==> src/rtl/inference_scheduler_if.sv <==
// Bundle of the scheduler's control, weight-ROM, pixel-source and network
// signals. The master modport is the scheduler side and the slave modport is
// the surrounding environment (ROM, pixel source, network, host).
interface inference_scheduler_if #(
    parameter int BitSize      = 8,
    parameter int M_W_BitSize  = 8,
    parameter int MaxNumNerves = 8,
    parameter int NumLayers    = 4,
    parameter int WRows        = 8
);
    localparam int AddrW = $clog2(NumLayers * WRows);
    localparam int WordW = MaxNumNerves * M_W_BitSize;

    logic                 start;
    logic                 wt_rd_en;
    logic [AddrW-1:0]     wt_addr;
    logic [WordW-1:0]     wt_rd_data;
    logic                 px_valid;
    logic [BitSize-1:0]   px_data;
    logic                 px_ready;
    logic                 cnn_ready;
    logic                 cnn_in_valid;
    logic [BitSize-1:0]   cnn_in_data;
    logic [WordW-1:0]     cnn_weights;
    logic [NumLayers-1:0] cnn_load_weights;
    logic                 cnn_done;
    logic                 busy;
    logic                 run_done;

    modport master (
        input  start, wt_rd_data, px_valid, px_data, cnn_ready, cnn_done,
        output wt_rd_en, wt_addr, px_ready, cnn_in_valid, cnn_in_data,
               cnn_weights, cnn_load_weights, busy, run_done
    );

    modport slave (
        output start, wt_rd_data, px_valid, px_data, cnn_ready, cnn_done,
        input  wt_rd_en, wt_addr, px_ready, cnn_in_valid, cnn_in_data,
               cnn_weights, cnn_load_weights, busy, run_done
    );
endinterface

==> src/rtl/inference_scheduler.sv <==
// Inference scheduler: loads every layer's weight words from a ROM into the
// network, streams one image of pixels through, waits for the network result
// and then idles for a flush period before signalling completion.
// Optional feature: define SCHED_SKIP_RELOAD_EN to keep weights loaded across
// runs, so that a start after the first completed LOAD goes straight to STREAM.
module inference_scheduler #(
    parameter int BitSize      = 8,
    parameter int M_W_BitSize  = 8,
    parameter int MaxNumNerves = 8,
    parameter int NumLayers    = 4,
    parameter int WRows        = 8,
    parameter int NumPixels    = 256,
    parameter int FlushCycles  = 19
) (
    input logic clk,
    input logic res_n,
    inference_scheduler_if.master bus
);
    localparam int NumWords = NumLayers * WRows;
    localparam int AddrW    = $clog2(NumWords);
    localparam int WordW    = MaxNumNerves * M_W_BitSize;
    localparam int LayerW   = (NumLayers > 1) ? $clog2(NumLayers) : 1;
    localparam int PixW     = $clog2(NumPixels + 1);
    localparam int FlushW   = $clog2(FlushCycles + 1);

    localparam logic [AddrW-1:0]  LastAddr  = AddrW'(NumWords - 1);
    localparam logic [PixW-1:0]   LastPix   = PixW'(NumPixels - 1);
    localparam logic [PixW-1:0]   PixTerm   = PixW'(NumPixels);
    localparam logic [FlushW-1:0] FlushLoad = FlushW'(FlushCycles);

    typedef enum logic [2:0] {
        IDLE,
        LOAD,
        STREAM,
        WAIT,
        FLUSH
    } state_t;

    state_t              state;
    state_t              next_state;
    logic [AddrW-1:0]    addr;
    logic                rd_done;
    logic                rd_en;
    logic                load_valid;
    logic [LayerW-1:0]   load_layer;
    logic [PixW-1:0]     pix_count;
    logic [FlushW-1:0]   flush_count;
    logic                run_done_q;
    logic                accept;
    logic                skip_load;

    assign accept = (state == STREAM) && bus.px_valid && bus.cnn_ready;

`ifdef SCHED_SKIP_RELOAD_EN
    logic loaded;

    // Remember that the network holds a full weight set once LOAD completes
    always_ff @(posedge clk or negedge res_n) begin
        if (!res_n) begin
            loaded <= 1'b0;
        end else if (state == LOAD && rd_done) begin
            loaded <= 1'b1;
        end
    end

    assign skip_load = loaded;
`else
    assign skip_load = 1'b0;
`endif

    // State register
    always_ff @(posedge clk or negedge res_n) begin
        if (!res_n) begin
            state <= IDLE;
        end else begin
            state <= next_state;
        end
    end

    // Next-state selection and ROM read strobe
    always_comb begin
        next_state = state;
        rd_en      = 1'b0;
        case (state)
            IDLE: begin
                if (bus.start) begin
                    next_state = skip_load ? STREAM : LOAD;
                end
            end
            LOAD: begin
                if (rd_done) begin
                    next_state = STREAM;
                end else begin
                    rd_en = 1'b1;
                end
            end
            STREAM: begin
                if (accept && pix_count == LastPix) begin
                    next_state = WAIT;
                end
            end
            WAIT: begin
                if (bus.cnn_done) begin
                    next_state = FLUSH;
                end
            end
            FLUSH: begin
                if (flush_count == '0) begin
                    next_state = IDLE;
                end
            end
            default: begin
                next_state = IDLE;
            end
        endcase
    end

    // Weight address sequencing: restart at 0 on a loading start, then hold at the last word
    always_ff @(posedge clk or negedge res_n) begin
        if (!res_n) begin
            addr    <= '0;
            rd_done <= 1'b0;
        end else if (state == IDLE) begin
            rd_done <= 1'b0;
            if (bus.start && !skip_load) begin
                addr <= '0;
            end
        end else if (rd_en) begin
            if (addr == LastAddr) begin
                rd_done <= 1'b1;
            end else begin
                addr <= addr + 1'b1;
            end
        end
    end

    // Track which layer the ROM word arriving this cycle belongs to
    always_ff @(posedge clk or negedge res_n) begin
        if (!res_n) begin
            load_valid <= 1'b0;
            load_layer <= '0;
        end else begin
            load_valid <= rd_en;
            if (rd_en) begin
                load_layer <= LayerW'(int'(addr) / WRows);
            end
        end
    end

    // Count accepted pixels for the current image, saturating at the image size
    always_ff @(posedge clk or negedge res_n) begin
        if (!res_n) begin
            pix_count <= '0;
        end else if (state == IDLE) begin
            pix_count <= '0;
        end else if (accept && pix_count != PixTerm) begin
            pix_count <= pix_count + 1'b1;
        end
    end

    // Flush countdown started by the network result, saturating at zero
    always_ff @(posedge clk or negedge res_n) begin
        if (!res_n) begin
            flush_count <= '0;
        end else if (state == WAIT && bus.cnn_done) begin
            flush_count <= FlushLoad;
        end else if (state == FLUSH && flush_count != '0) begin
            flush_count <= flush_count - 1'b1;
        end
    end

    // Completion pulse coincides with the first IDLE cycle so busy falls together with it
    always_ff @(posedge clk or negedge res_n) begin
        if (!res_n) begin
            run_done_q <= 1'b0;
        end else begin
            run_done_q <= (state == FLUSH) && (flush_count == '0);
        end
    end

    assign bus.wt_rd_en         = rd_en;
    assign bus.wt_addr          = addr;
    assign bus.cnn_weights      = load_valid ? bus.wt_rd_data : WordW'(0);
    assign bus.cnn_load_weights = load_valid ? (NumLayers'(1) << load_layer) : NumLayers'(0);
    assign bus.px_ready         = (state == STREAM) && bus.cnn_ready;
    assign bus.cnn_in_valid     = accept;
    assign bus.cnn_in_data      = (state == STREAM) ? bus.px_data : BitSize'(0);
    assign bus.busy             = (state != IDLE);
    assign bus.run_done         = run_done_q;
endmodule

==> src/flat_wrapper.sv <==
// flat-port wrapper written by rule: the top's interface ports become plain ports
module inference_scheduler_flat 
#(
    parameter int BitSize      = 8,
    parameter int M_W_BitSize  = 8,
    parameter int MaxNumNerves = 8,
    parameter int NumLayers    = 4,
    parameter int WRows        = 8,
    parameter int NumPixels    = 256,
    parameter int FlushCycles  = 19
)
  (clk, res_n, bus_start, bus_wt_rd_data, bus_px_valid, bus_px_data, bus_cnn_ready, bus_cnn_done, bus_wt_rd_en, bus_wt_addr, bus_px_ready, bus_cnn_in_valid, bus_cnn_in_data, bus_cnn_weights, bus_cnn_load_weights, bus_busy, bus_run_done);
  inference_scheduler_if #(.BitSize(BitSize), .M_W_BitSize(M_W_BitSize), .MaxNumNerves(MaxNumNerves), .NumLayers(NumLayers), .WRows(WRows)) bus_i ();
  input logic clk;
  input logic res_n;
  input wire logic [$bits(bus_i.start)-1:0] bus_start;
  input wire logic [$bits(bus_i.wt_rd_data)-1:0] bus_wt_rd_data;
  input wire logic [$bits(bus_i.px_valid)-1:0] bus_px_valid;
  input wire logic [$bits(bus_i.px_data)-1:0] bus_px_data;
  input wire logic [$bits(bus_i.cnn_ready)-1:0] bus_cnn_ready;
  input wire logic [$bits(bus_i.cnn_done)-1:0] bus_cnn_done;
  output wire logic [$bits(bus_i.wt_rd_en)-1:0] bus_wt_rd_en;
  output wire logic [$bits(bus_i.wt_addr)-1:0] bus_wt_addr;
  output wire logic [$bits(bus_i.px_ready)-1:0] bus_px_ready;
  output wire logic [$bits(bus_i.cnn_in_valid)-1:0] bus_cnn_in_valid;
  output wire logic [$bits(bus_i.cnn_in_data)-1:0] bus_cnn_in_data;
  output wire logic [$bits(bus_i.cnn_weights)-1:0] bus_cnn_weights;
  output wire logic [$bits(bus_i.cnn_load_weights)-1:0] bus_cnn_load_weights;
  output wire logic [$bits(bus_i.busy)-1:0] bus_busy;
  output wire logic [$bits(bus_i.run_done)-1:0] bus_run_done;
  assign bus_i.start = bus_start;
  assign bus_i.wt_rd_data = bus_wt_rd_data;
  assign bus_i.px_valid = bus_px_valid;
  assign bus_i.px_data = bus_px_data;
  assign bus_i.cnn_ready = bus_cnn_ready;
  assign bus_i.cnn_done = bus_cnn_done;
  assign bus_wt_rd_en = bus_i.wt_rd_en;
  assign bus_wt_addr = bus_i.wt_addr;
  assign bus_px_ready = bus_i.px_ready;
  assign bus_cnn_in_valid = bus_i.cnn_in_valid;
  assign bus_cnn_in_data = bus_i.cnn_in_data;
  assign bus_cnn_weights = bus_i.cnn_weights;
  assign bus_cnn_load_weights = bus_i.cnn_load_weights;
  assign bus_busy = bus_i.busy;
  assign bus_run_done = bus_i.run_done;
  inference_scheduler #(.BitSize(BitSize), .M_W_BitSize(M_W_BitSize), .MaxNumNerves(MaxNumNerves), .NumLayers(NumLayers), .WRows(WRows), .NumPixels(NumPixels), .FlushCycles(FlushCycles)) u_core (.clk(clk), .res_n(res_n), .bus(bus_i));
endmodule
==> config.mk <==
export PLATFORM = sky130hd
export DESIGN_NAME = inference_scheduler_flat
export DESIGN_NICKNAME = d
export VERILOG_FILES = /design/src/rtl/inference_scheduler_if.sv /design/src/rtl/inference_scheduler.sv /design/src/flat_wrapper.sv
export SDC_FILE = /design/constraint.sdc
export NUM_CORES = 1
export LEC_CHECK = 0
export BUFFER_PORTS_ARGS = -buffer_cell sky130_fd_sc_hd__buf_4
export CORE_ASPECT_RATIO = 0.7
export CORE_MARGIN = 2
export CORE_UTILIZATION = 42
export CTS_BUF_LIST = sky130_fd_sc_hd__clkbuf_8 sky130_fd_sc_hd__clkbuf_16
export DETAILED_ROUTE_END_ITERATION = 10
export GPL_TIMING_DRIVEN = 1
export PLACE_DENSITY = 0.87
export SYNTH_ARGS = -nofsm -noshare
export SYNTH_HDL_FRONTEND = slang
export SYNTH_SLANG_ARGS = --single-unit
==> constraint.sdc <==
create_clock -name clk -period 3.47 [get_ports clk]
set_input_delay 0.1735 -clock clk [delete_from_list [all_inputs] [get_ports clk]]
set_output_delay 0.1735 -clock clk [all_outputs]
set_load 0.01 [all_outputs]
After elaboration in Yosys (flattened, before gate mapping)

Index checks and enable logic that the tools add are counted.

Eq/ne operators: 13
Shifts and indexed selects: 1
Add/subtract/negate cells: 3
Muxes and demuxes: 22
Reduce and logical (&&, ||, !) cells: 19

Operator list:

| operator                                                                | number |
|---|---|
| 64-bit 2-to-1 mux                                                       | 1 |
| 5-bit 2-to-1 mux                                                        | 6 |
| 9-bit 2-to-1 mux                                                        | 2 |
| 3-bit 2-to-1 mux                                                        | 5 |
| 3-bit case mux with 5 select lines                                      | 1 |
| 9-bit by 1-bit adder with 9-bit output, second input constant           | 1 |
| 9-bit by 8-bit equality test with 1-bit output, second input constant   | 1 |
| 9-bit inequality test, second input constant                            | 1 |
| 1-bit logical AND                                                       | 8 |
| 8-bit 2-to-1 mux                                                        | 1 |
| 2-bit nonzero test                                                      | 4 |
| 3-bit by 2-bit equality test with 1-bit output, second input constant   | 2 |
| 2-bit by 1-bit inequality test with 1-bit output, second input constant | 3 |
| 2-bit inequality test, second input constant                            | 3 |
| 5-bit by 1-bit adder with 5-bit output, second input constant           | 1 |
| 5-bit equality test, second input constant                              | 1 |
| 5-bit logical NOT                                                       | 1 |
| 1-bit 2-to-1 mux                                                        | 5 |
| 5-bit AND reduction                                                     | 1 |
| 5-bit nonzero test                                                      | 1 |
| 5-bit by 1-bit subtractor with 5-bit output, second input constant      | 1 |
| 4-bit 2-to-1 mux                                                        | 1 |
| 1-bit by 2-bit << shifter with 4-bit output, first input constant       | 1 |
| 3-bit by 1-bit equality test with 1-bit output, second input constant   | 1 |
| other kinds (5)                                                         | 5 |

Bits in registers: 27
Bits of input ports: 78
Word-level logic and storage cells: 66

Logic depth before layout (Yosys ltp)

Gate-level depths: netlist (run 1).

Depth after elaboration: 6
Gate-level depth with buffers: 7

Least setup slack after synthesis (run 1)

Ideal clock, no wire load.

Path kind: flip-flop to flip-flop
Start: register u_core.state[0]
End: register u_core.pix_count[7]
Path slack: 1.753 ns
Data arrival time: 1.637 ns
Cell stages (with the launch flop): 6
Setup time: 0.079 ns
Cell sequence: dfrtp_1 buf_2 or3b_4 a211oi_4 nor3b_2 mux2i_1

Word-level cells in the longest chain between the ends: 5

RTL lines:

| what                                           | RTL line                   | source |
|---|---|---|
| from (decl)                                    | inference_scheduler.sv:39  | `state_t state;` |
| from (signal assigned)                         | inference_scheduler.sv:76  | `state <= next_state;` |
| 3-bit by 2-bit equality test with 1-bit output | inference_scheduler.sv:52  | `assign accept = (state == STREAM) && bus.px_valid && bus.cnn_ready;` |
| 1-bit logical AND (2 in series)                | inference_scheduler.sv:52  |  |
| 1-bit logical AND                              | inference_scheduler.sv:156 | `end else if (accept && pix_count != PixTerm) begin` |
| 2-bit nonzero test (no source line)            | -                          |  |
| to (signal assigned)                           | inference_scheduler.sv:157 | `pix_count <= pix_count + 1'b1;` |
| to (decl)                                      | inference_scheduler.sv:46  | `logic [PixW-1:0] pix_count;` |

Several ways; a longest one is shown, not always the timed one.
A chain may end at the register's enable or synchronous reset.

Worst setup path in the final report (run 1)

Start: register u_core.state[1]
End: output port bus_cnn_in_data[1]

Word-level cells in the longest chain between the ends: 2

RTL lines:

| what                                           | RTL line                   | source |
|---|---|---|
| 3-bit by 2-bit equality test with 1-bit output | inference_scheduler.sv:187 | `assign bus.cnn_in_data = (state == STREAM) ? bus.px_data : BitSize'(0);` |
| 8-bit 2-to-1 mux                               | inference_scheduler.sv:187 |  |
| to (decl)                                      | flat_wrapper.sv:26         | `output wire logic [$bits(bus_i.cnn_in_data)-1:0] bus_cnn_in_data;` |

Every way passes these cells.

==> run metrics, run 1 <==
Setup crit start kind flop; largest net degree at the start of global routing 43; layout cell share with drive strength beyond 1 between 40% and 50%; I/O Buffers 163; MaxCap Viol Count 0; Worst EP arrival just under 2000 ps; GPL Wtd Cong approximately 0.78; total wire length 6040 um; PD cells 548 mW/mm2; worst hold path class in2reg; Syn Nets around 300; post-synthesis adder-cell area fraction 3.91%; io pins between 150 and 200; Via Count 2047; HPWL after DPL 5110 um; post-synthesis mux area share 5.54%; htree depth 1; RSZ-0062 raised after global routing no; post-synthesis compound-gate area fraction 6.19%; Fin Setup TNS 0 ps; part of the Yosys area used for sequential elements 35.2%; DR DRC count 0; multi-input logic area roughly 0.0012 mm2; Peak VDD IR 0.000616 V; WHS Endpoint u_core.bus.wt_addr[3]; routed vias/inst 4.75; Yosys cell types 35; Chip Width 84.8 um; main combinational cell family by area after synthesis simple AND/OR/NAND/NOR gates; Layout Nets 461; CP required about 3300 ps; drt wl/cell 14.0 um; gr usage total between 20 and 25%; #FFs+latches synth 27; Slew Viols, Final 0; hold path start bus_start; post-route ant nets 0; Pre-Repair DR Iteration Count 4; initial antenna violation count 0; Worst-path clk slew 90 ps; largest area contributor in the synthesized netlist dfrtp_1; Initial Util roughly 44%; first-pass GRT wire length 8860 um; storage element area roughly 680 um2; clk_skew 9.00 ps; DIE HEIGHT 60.6 um; Final Core Density 73.7%; xor/xnor cell area share of the yosys netlist 2.74%; vias in the first global route 1795; total gr overflow 0; Setup crit end kind output pin; R2R Path Start u_core.state[1]; post-CTS resize count 0; Rel. slew slack between 30% and 40%; Design Area, Final about 0.0032 mm2; simple-gate share of the synthesized area 41.8%; Final period util 61.9%; Post-DP Area 0.00317 mm2; CTS tree built; synth warn 0; root buf cell clkbuf_8; Post-Syn Area approximately 0.0019 mm2; hold depth 2; number of diodes 0; # rows 20; Pleak 0.00167 uW; r2r endpoint u_core.pix_count[7]; worst-margin pin slew about 900 ps; status completed; Clock Latency Late Sink 270 ps; FF-to-FF setup slack 1530 ps; R2R depth 4; Final setup viols 0; crit path time final 2150 ps; largest fanout on the critical path 11; area added between synthesis and finish 68.2%; die area 0.00514 mm2; Hold Vio Cnt, Final 0; synth top area cells dfrtp_1 (35%), and2_1 (25%), ha_1 (3.9%), nand2_1 (3.7%), nor2_1 (2.7%); Mapped Cells 218; fillers 337; syn_area_per_cell between 8 and 9 um2; Synth top area share about a third; WS Path Type reg2out; Initial DRC Count 42; Max clock buf depth 2; core area ~0.0044 mm2; CTS Buf Count 3; TritonCTS Sinks 27; FMAX around 470 MHz
[through the flow]
stage	setup slack [ps]	cells	power, uW	hold WS [ps]
after floorplan	1750	218	1090	-122
after global placement	1620	426	1570	97.0
after detailed placement	1560	426	1610	103
after CTS	1300	431	1790	104
after global routing	1060	431	1900	106
final	1320	431	1770	108
[flip-flops by register name (all words and copies together) (netlist names)]
name / cells
u_core.flush_count: 5
u_core.load_layer: 2
u_core.load_valid: 1
u_core.rd_done: 1
u_core.pix_count: 9
u_core.bus.wt_addr: 5
u_core.state: 3
u_core.bus.run_done: 1
[repair_timing]
action / in CTS / in global routing
hold buffers: 1 / 0
buffers inserted: 0 / 0
endpoints found under the setup margin: 0 / 0
hold endpoints to repair: 27 / 0
[worst max path at each step]
stage	cells past startpoint	startpoint	slack, ps	end
floorplan	5	u_core.state[0]	1750	u_core.pix_count[7]
global placement	4	u_core.state[1]	1620	u_core.pix_count[4]
detailed placement	4	u_core.state[1]	1560	u_core.pix_count[6]
CTS	3	u_core.state[1]	1300	bus_cnn_in_data[1]
global route	3	u_core.state[1]	1060	bus_cnn_in_data[6]
finish	3	u_core.state[1]	1320	bus_cnn_in_data[1]
[cell usage in the layout, fill, tap and decap left out, types with 3 or more instances in the layout]
| cell type | synthesis | layout |
|---|---|---|
| mux2_2 | 3 | 3 |
| nand3_1 | 4 | 4 |
| nor3b_1 | 3 | 3 |
| mux2i_1 | 5 | 5 |
| buf_4 | 0 | 165 |
| clkbuf_8 | 0 | 3 |
| inv_1 | 8 | 8 |
| xor2_1 | 3 | 3 |
| and3_1 | 4 | 4 |
| xnor2_1 | 3 | 3 |
| a21oi_1 | 4 | 4 |
| a22o_1 | 3 | 3 |
| dfrtp_1 | 27 | 27 |
| nor2_1 | 14 | 14 |
| and2_1 | 76 | 76 |
| ha_1 | 6 | 6 |
| nand2_1 | 19 | 19 |
[synthesized netlist by cell type]
library cell	instances
a22o_1	3
and3_1	4
and4_1	1
o31ai_1	2
o211ai_1	2
and3b_1	2
nor2_1	14
inv_2	1
xor2_1	3
mux4_2	1
nand2_1	19
nor3b_2	1
a21oi_1	4
nor4_1	2
or3b_4	1
nand4b_1	1
nor4b_4	1
o22ai_1	1
clkbuf_1	9
nand3_1	4
a211oi_4	1
mux2i_1	5
inv_1	8
dfrtp_1	27
ha_1	6
o41ai_2	1
and2_1	76
buf_6	1
mux2_2	3
nor3b_1	3
nand4_1	2
buf_2	2
nor4b_1	2
nor3_1	2
xnor2_1	3
[metal layers]
layer | up-vias | global-route usage (%) | wire length, um
met5 | - | 0 | 0
met4 | 0 | 1.36 | 10
met3 | 2 | 4.08 | 352
met2 | 69 | 40.0 | 3180
met1 | 943 | 28.7 | 2500
li1 | 1033 | - | -
[cell type report]
class	count	share of cell area (%)
multi-input combinational	170	35.8
inverter	9	1.05
tap	55	2.13
clock buffer	3	1.28
sequential	27	20.9
timing repair buffer	166	38.7
clock inverter	1	0.155
[worst max-delay path, stage by stage (launching register included)]
cell	delay, ps
dfrtp_1	560
nor3b_1	780
and2_1	240
buf_4	120
[power breakdown]
group / switching [uW] / internal, uW / total, uW / leakage (uW)
Clock: 92.8 / 80.3 / 173 / 0.0000255
Combinational: 468 / 595 / 1060 / 0.00130
Sequential: 136 / 397 / 534 / 0.000346
[logic make-up (layout without fill, tap and decap cells)]
| group | Yosys count | in the layout |
|---|---|---|
| compound gates | 14 | 14 |
| xor+xnor | 6 | 6 |
| fa+ha+maj | 6 | 6 |
| buf+inv | 21 | 179 |
| flops | 27 | 27 |
| mux | 9 | 9 |
| simple gates | 135 | 135 |
Note: power is estimated with default switching activity, not from simulation.
==> run 2: changes to the inputs <==
--- a/config.mk
+++ b/config.mk
@@ -8,11 +8,11 @@
 export BUFFER_PORTS_ARGS = -buffer_cell sky130_fd_sc_hd__buf_4
 export CORE_ASPECT_RATIO = 0.7
 export CORE_MARGIN = 2
-export CORE_UTILIZATION = 42
+export CORE_UTILIZATION = 35
 export CTS_BUF_LIST = sky130_fd_sc_hd__clkbuf_8 sky130_fd_sc_hd__clkbuf_16
 export DETAILED_ROUTE_END_ITERATION = 10
 export GPL_TIMING_DRIVEN = 1
-export PLACE_DENSITY = 0.87
+export PLACE_DENSITY = 0.77
 export SYNTH_ARGS = -nofsm -noshare
 export SYNTH_HDL_FRONTEND = slang
 export SYNTH_SLANG_ARGS = --single-unit
==> constraint.sdc (replaced) <==
create_clock -name clk -period 1.95 [get_ports clk]
set_input_delay 0.0975 -clock clk [delete_from_list [all_inputs] [get_ports clk]]
set_output_delay 0.0975 -clock clk [all_outputs]
set_load 0.01 [all_outputs]
==> run metrics, run 2 (same netlist as run 1, synthesis figures left out) <==
WS Path Type reg2reg; Int Power 1970 uW; Design Area, Final ~0.0033 mm2; Final Core Density 63.0%; total wire length 6210 um; Pleak 0.00171 uW; I/O Buffers between 150 and 200; largest net degree at the start of global routing 32; WHS Endpoint u_core.bus.wt_addr[3]; FF-to-FF setup slack 170 ps; max FFs per register 9; Post-CTS Setup Bufs 0; layout cell share with drive strength beyond 1 48.4%; GPL Wtd Cong between 0.7 and 0.8; crit path time final 1780 ps; Chip Width 92.5 um; die area 0.00610 mm2; vias in the first global route approximately 1800; Slew Viols, Final 0; post-route ant nets 0; Final period util 91.3%; status completed; Peak VDD IR 0.000709 V; CP bufs+invs 1; routed vias/inst 4.57; Fin Setup TNS 0 ps; io pins 164; clk_skew 2.44 ps; gr usage total 18.8%; initial antenna violation count 0; Clock Latency Late Sink 280 ps; drt wl/cell 13.7 um; CTS Buf Count 3; switch share 39.1%; Critical-path top delay cell dfrtp_1; first-pass GRT wire length 9110 um; Final setup viols 0; Psw approximately 1300 uW; Worst EP arrival 1950 ps; HPWL after DPL 5200 um; CTS tree built; hold depth 2; FMAX 562 MHz; PD cells just under 1000 mW/mm2; total gr overflow 0; r2r endpoint u_core.bus.wt_addr[0]; Setup crit end kind flop; Finished Layout Cells roughly 450; MaxCap Viol Count 0; largest fanout on the critical path 5; Max clock buf depth 2; Setup crit start kind flop; Layout Nets 467; Sequential Power Share 29.0%; Rel. slew slack 56.2%; # rows 22; R2R depth 7; Via Count 2076; TritonCTS Sinks 27; Initial Util 36.5%; Top cell by count, worst path ha_1; htree depth 1; crit path cell chain ha_1 > and3_1 > ha_1 > inv_1 > and2_1 > a21oi_1 > mux2_2; Clock power frac under 10%; Crit path largest cell delay 430 ps; DR DRC count 0; worst hold path class in2reg; R2R Path Start u_core.bus.wt_addr[0]; area added between synthesis and finish 72.5%; number of diodes 0; Comb pwr share between 60% and 70%; worst-margin pin slew 658 ps; family with the most delay on the worst path flip-flops; Cells after DPL 449; commonest non-fill, non-tap cell in the layout buf_4; Post-DP Area 0.00325 mm2; DIE HEIGHT 66.0 um; Worst-path clk slew 90 ps; hold path start bus_start; Hold Vio Cnt, Final 0; core area 0.00526 mm2; Top reg by flops u_core.pix_count; worst hold slack 20.4 ps; CP required about 2100 ps; Initial DRC Count 85; Pre-Repair DR Iteration Count 4; RSZ-0062 raised after global routing no; root buf cell clkbuf_8; most frequent cells in the layout buf_4 (170), and2_1 (76), dfrtp_1 (27), nand2_1 (19), nor2_1 (14)
## run 2: cell types whose count changed in the layout (fill, tap and decap cells not counted)
cell,previous run,this run
clkinv_2,1,0
buf_12,0,1
nor3b_2,1,2
nor3b_1,3,2
buf_4,165,170
inv_1,8,9
## run 2: layout make-up
class	instances	area, um2
clock buffer	3	41.3
clock inverter	1	3.75
fill	444	1950
inverter	9	33.8
multi-input combinational	170	1160
sequential	27	676
tap	72	90.1
timing repair buffer	172	1310
## run 2: worst register-to-register path, stage by stage, from the launching register on
cell and delay (ps):
dfrtp_1 430, ha_1 220, and3_1 180, ha_1 200, inv_1 80, and2_1 210
a21oi_1 90, mux2_2 270
## run 2: stage by stage
stage	power [uW]	setup slack, ps
2_1_floorplan	1950	233
3_3_place_gp	2900	269
3_5_place_dp	2940	188
4_1_cts	3270	101
5_1_grt	3490	43.4
6_report	3240	169
## run 2: power groups by stage
| stage | Combinational, uW | Clock, uW | Sequential [uW] |
|---|---|---|---|
| 3_3_place_gp | 1960 | 0 | 938 |
| 2_1_floorplan | 1100 | 0 | 846 |
| 5_1_grt | 2160 | 348 | 980 |
| 6_report | 1980 | 317 | 942 |
| 4_1_cts | 2000 | 327 | 942 |
| 3_5_place_dp | 1990 | 0 | 952 |
## run 2: worst max path at each step
stage                     startpoint                    end  slack (ps)  cells after the start
3_3_place_gp   u_core.bus.wt_addr[0]  u_core.bus.wt_addr[0]         270                      7
5_1_grt          u_core.pix_count[0]    u_core.pix_count[2]          40                      7
2_1_floorplan        u_core.state[0]    u_core.pix_count[7]         230                      5
6_report       u_core.bus.wt_addr[0]  u_core.bus.wt_addr[0]         170                      7
3_5_place_dp   u_core.bus.wt_addr[0]  u_core.bus.wt_addr[0]         190                      7
4_1_cts              u_core.state[1]     bus_cnn_in_data[6]         100                      4
## run 2: routing by layer
metal	GRT usage (%)	wire, um	vias up
li1	-	-	1047
met1	25.9	2710	946
met2	30.4	2980	77
met3	4.79	477	6
met4	3.36	41	0
met5	0	0	-
## run 2: repair_timing
| item | CTS | global route |
|---|---|---|
| endpoints found under the hold margin | 27 | 0 |
| resized for setup | 0 | 1 |
| endpoints found under the setup margin | 0 | 1 |
| hold buffers | 1 | 0 |
==> run 3: changes to the inputs <==
--- a/config.mk
+++ b/config.mk
@@ -5,14 +5,15 @@
 export SDC_FILE = /design/constraint.sdc
 export NUM_CORES = 1
 export LEC_CHECK = 0
+export ABC_AREA = 1
 export BUFFER_PORTS_ARGS = -buffer_cell sky130_fd_sc_hd__buf_4
 export CORE_ASPECT_RATIO = 0.7
 export CORE_MARGIN = 2
-export CORE_UTILIZATION = 35
+export CORE_UTILIZATION = 37
 export CTS_BUF_LIST = sky130_fd_sc_hd__clkbuf_8 sky130_fd_sc_hd__clkbuf_16
 export DETAILED_ROUTE_END_ITERATION = 10
 export GPL_TIMING_DRIVEN = 1
-export PLACE_DENSITY = 0.77
+export PLACE_DENSITY = 0.78
 export SYNTH_ARGS = -nofsm -noshare
 export SYNTH_HDL_FRONTEND = slang
 export SYNTH_SLANG_ARGS = --single-unit
==> run metrics, run 3 <==
status completed; total wire length 6850 um; CTS tree built; largest net degree at the start of global routing 47; Clock Latency Late Sink 290 ps; Synth top area share 31.3%; part of the Yosys area used for sequential elements between 30% and 40%; CTS Buf Count 3; Post-CTS Setup Bufs 0; R2R depth 10; GPL Wtd Cong 0.870; initial antenna violation count 0; Setup crit start kind flop; Syn Nets 444; #FFs+latches synth 27; Yosys cell types 26; PD cells 988 mW/mm2; commonest non-fill, non-tap cell in the layout buf_4; CP bufs+invs 1; Final period util 80.6%; clk_skew 4.05 ps; Top reg by flops u_core.pix_count; MaxCap Viol Count 0; synth top area cells dfrtp_1 (31%), nand2_1 (20%), inv_1 (18%), nand3_1 (5.6%), nor2_1 (5.0%); post-synthesis async set-or-reset flop share 100%; Worst-path clk slew 100 ps; Crit path largest cell delay about 460 ps; htree depth 1; io pins 164; post-route ant nets 0; top layer in use met4; crit path cell chain nor2_2 > nand2_2 > nor3_2 > buf_4; vias in the first global route between 2000 and 2500; Critical-path top delay cell dfrtp_1; storage element area between 600 and 700 um2; largest fanout on the critical path 12; syn_area_per_cell 6.00 um2; Pre-Repair DR Iteration Count 4; RSZ-0062 raised after global routing no; crit path time final 1570 ps; FMAX 637 MHz; HPWL after DPL 5790 um; worst-margin pin slew 359 ps; CP required 1850 ps; Rel. slew slack 76.0%; FF-to-FF setup slack roughly 440 ps; Peak VDD IR 0.000513 V; fillers 529; Pleak 0.00242 uW; Worst EP arrival 1470 ps; Setup crit end kind output pin; core area 0.00567 mm2; number of diodes 0; Post-CTS Hold Buffers 1; # rows 23; root buf cell clkbuf_8; area added between synthesis and finish 62.7%; drt wl/cell 11.5 um; Initial DRC Count about 130; total gr overflow 0; r2r endpoint u_core.bus.wt_addr[0]; worst hold path class in2reg; I/O Buffers around 160; Via Count about 2600; Critical Path Stages 4; most frequent cells in the layout buf_4 (163), nand2_1 (114), inv_1 (103), nor2_1 (29), dfrtp_1 (26); R2R Path Start u_core.bus.wt_addr[0]; Fin Setup TNS 0 ps; top cells by count, synth nand2_1 (114), inv_1 (103), nor2_1 (29); max FFs per register 9; die area 0.00647 mm2; Design Area, Final roughly 0.0035 mm2; largest area contributor in the synthesized netlist dfrtp_1; Hold Vio Cnt, Final 0; met2 wire len between 3000 and 4000 um; Layout Nets 605; Critical path origin u_core.state[0]; WS Path Type reg2out; Chip Width 95.3 um; Initial Util 38.1%; WL met1 between 2000 and 3000 um; DIE HEIGHT 67.9 um; Post-DP Area about 0.0035 mm2; Max clock buf depth 2; synth warn 0; top-count cell post-synth nand2_1; Mapped Cells 360; layout cell share with drive strength beyond 1 36.3%; family with the most delay on the worst path simple AND/OR/NAND/NOR gates; routed wl met3 633 um; Slew Viols, Final 0; number of enable flip-flop cells after synthesis 0; Worst Setup EP bus_cnn_in_valid; TritonCTS Sinks 27; DR DRC count 0; ys flop type dfrtp_1; first-pass GRT wire length 10400 um; multi-input logic area 0.00104 mm2; gr usage total 20.8%; Post-Syn Area 0.00216 mm2; Final setup viols 0; post-CTS resize count 0; routed vias/inst 4.32
## run 3: changes by cell type in the layout (fill, tap and decap cells not counted), sizes merged, moves of 5 or more
cell and change:
nand2 +101, inv +98, and2 -76, nand3 +21
nor2 +21, o21ai +11, buf -7, mux2i -5
nor3 +5
## run 3: worst min-delay path by stage
stage                 start             endpoint  slack (ps)  depth (start not counted)
2_1_floorplan         res_n  u_core.bus.run_done        -200                          0
3_5_place_dp          res_n  u_core.pix_count[1]          40                          1
6_report       bus_cnn_done      u_core.state[1]          90                          4
4_1_cts        bus_cnn_done      u_core.state[1]          90                          4
3_3_place_gp          res_n  u_core.pix_count[1]          40                          1
5_1_grt        bus_cnn_done      u_core.state[1]         120                          4
## run 3: area by class of cell
type / count / area share [%]
clock inverter: 1 / 0.214
clock buffer: 3 / 1.17
inverter: 108 / 11.5
tap: 75 / 2.67
sequential: 27 / 19.3
multi-input combinational: 216 / 29.5
timing repair buffer: 165 / 35.7
## run 3: where the power goes
group / switching [uW] / internal (uW) / leakage [uW]
logic: 1250 / 999 / 0.00204
clock network: 194 / 146 / 0.0000217
registers: 183 / 699 / 0.000356
## run 3: per-stage QoR
stage | setup WS [ps] | hold WS, ps | util, % | power [uW] | cells
floorplan | 498 | -198 | - | 2100 | 360
global placement | 484 | 35.6 | 61.0 | 3120 | 590
detailed placement | 450 | 35.1 | 61.0 | 3170 | 590
CTS | 356 | 92.1 | 62.0 | 3520 | 595
global route | 240 | 116 | 62.0 | 3820 | 595
finish | 379 | 93.6 | 62.0 | 3470 | 595
## run 3: logic make-up (layout without fill, tap and decap cells)
kind of cell / after synthesis / after routing / synth area share [%]
compound gates: 13 / 13 / 3.30
xor+xnor: 5 / 5 / 2.03
buf+inv: 117 / 277 / 20.7
simple gates: 192 / 192 / 39.2
fa+ha+maj: 6 / 6 / 3.48
flops: 27 / 27 / 31.3
## run 3: layer usage
layer  vias up  GRT usage, %
met5         -             0
met4         0          5.07
met3         9          5.73
met2        99          37.6
met1      1119          24.8
li1       1346             -
## run 3: worst reg2reg max path: cells and delay by family, from the launching register on
family	cells	cell delay [ps]
buffers and inverters	2	170
DFF	1	430
adders and majority gates	2	390
and+or+nand+nor	5	350
AOI/OAI and AO/OA	1	70
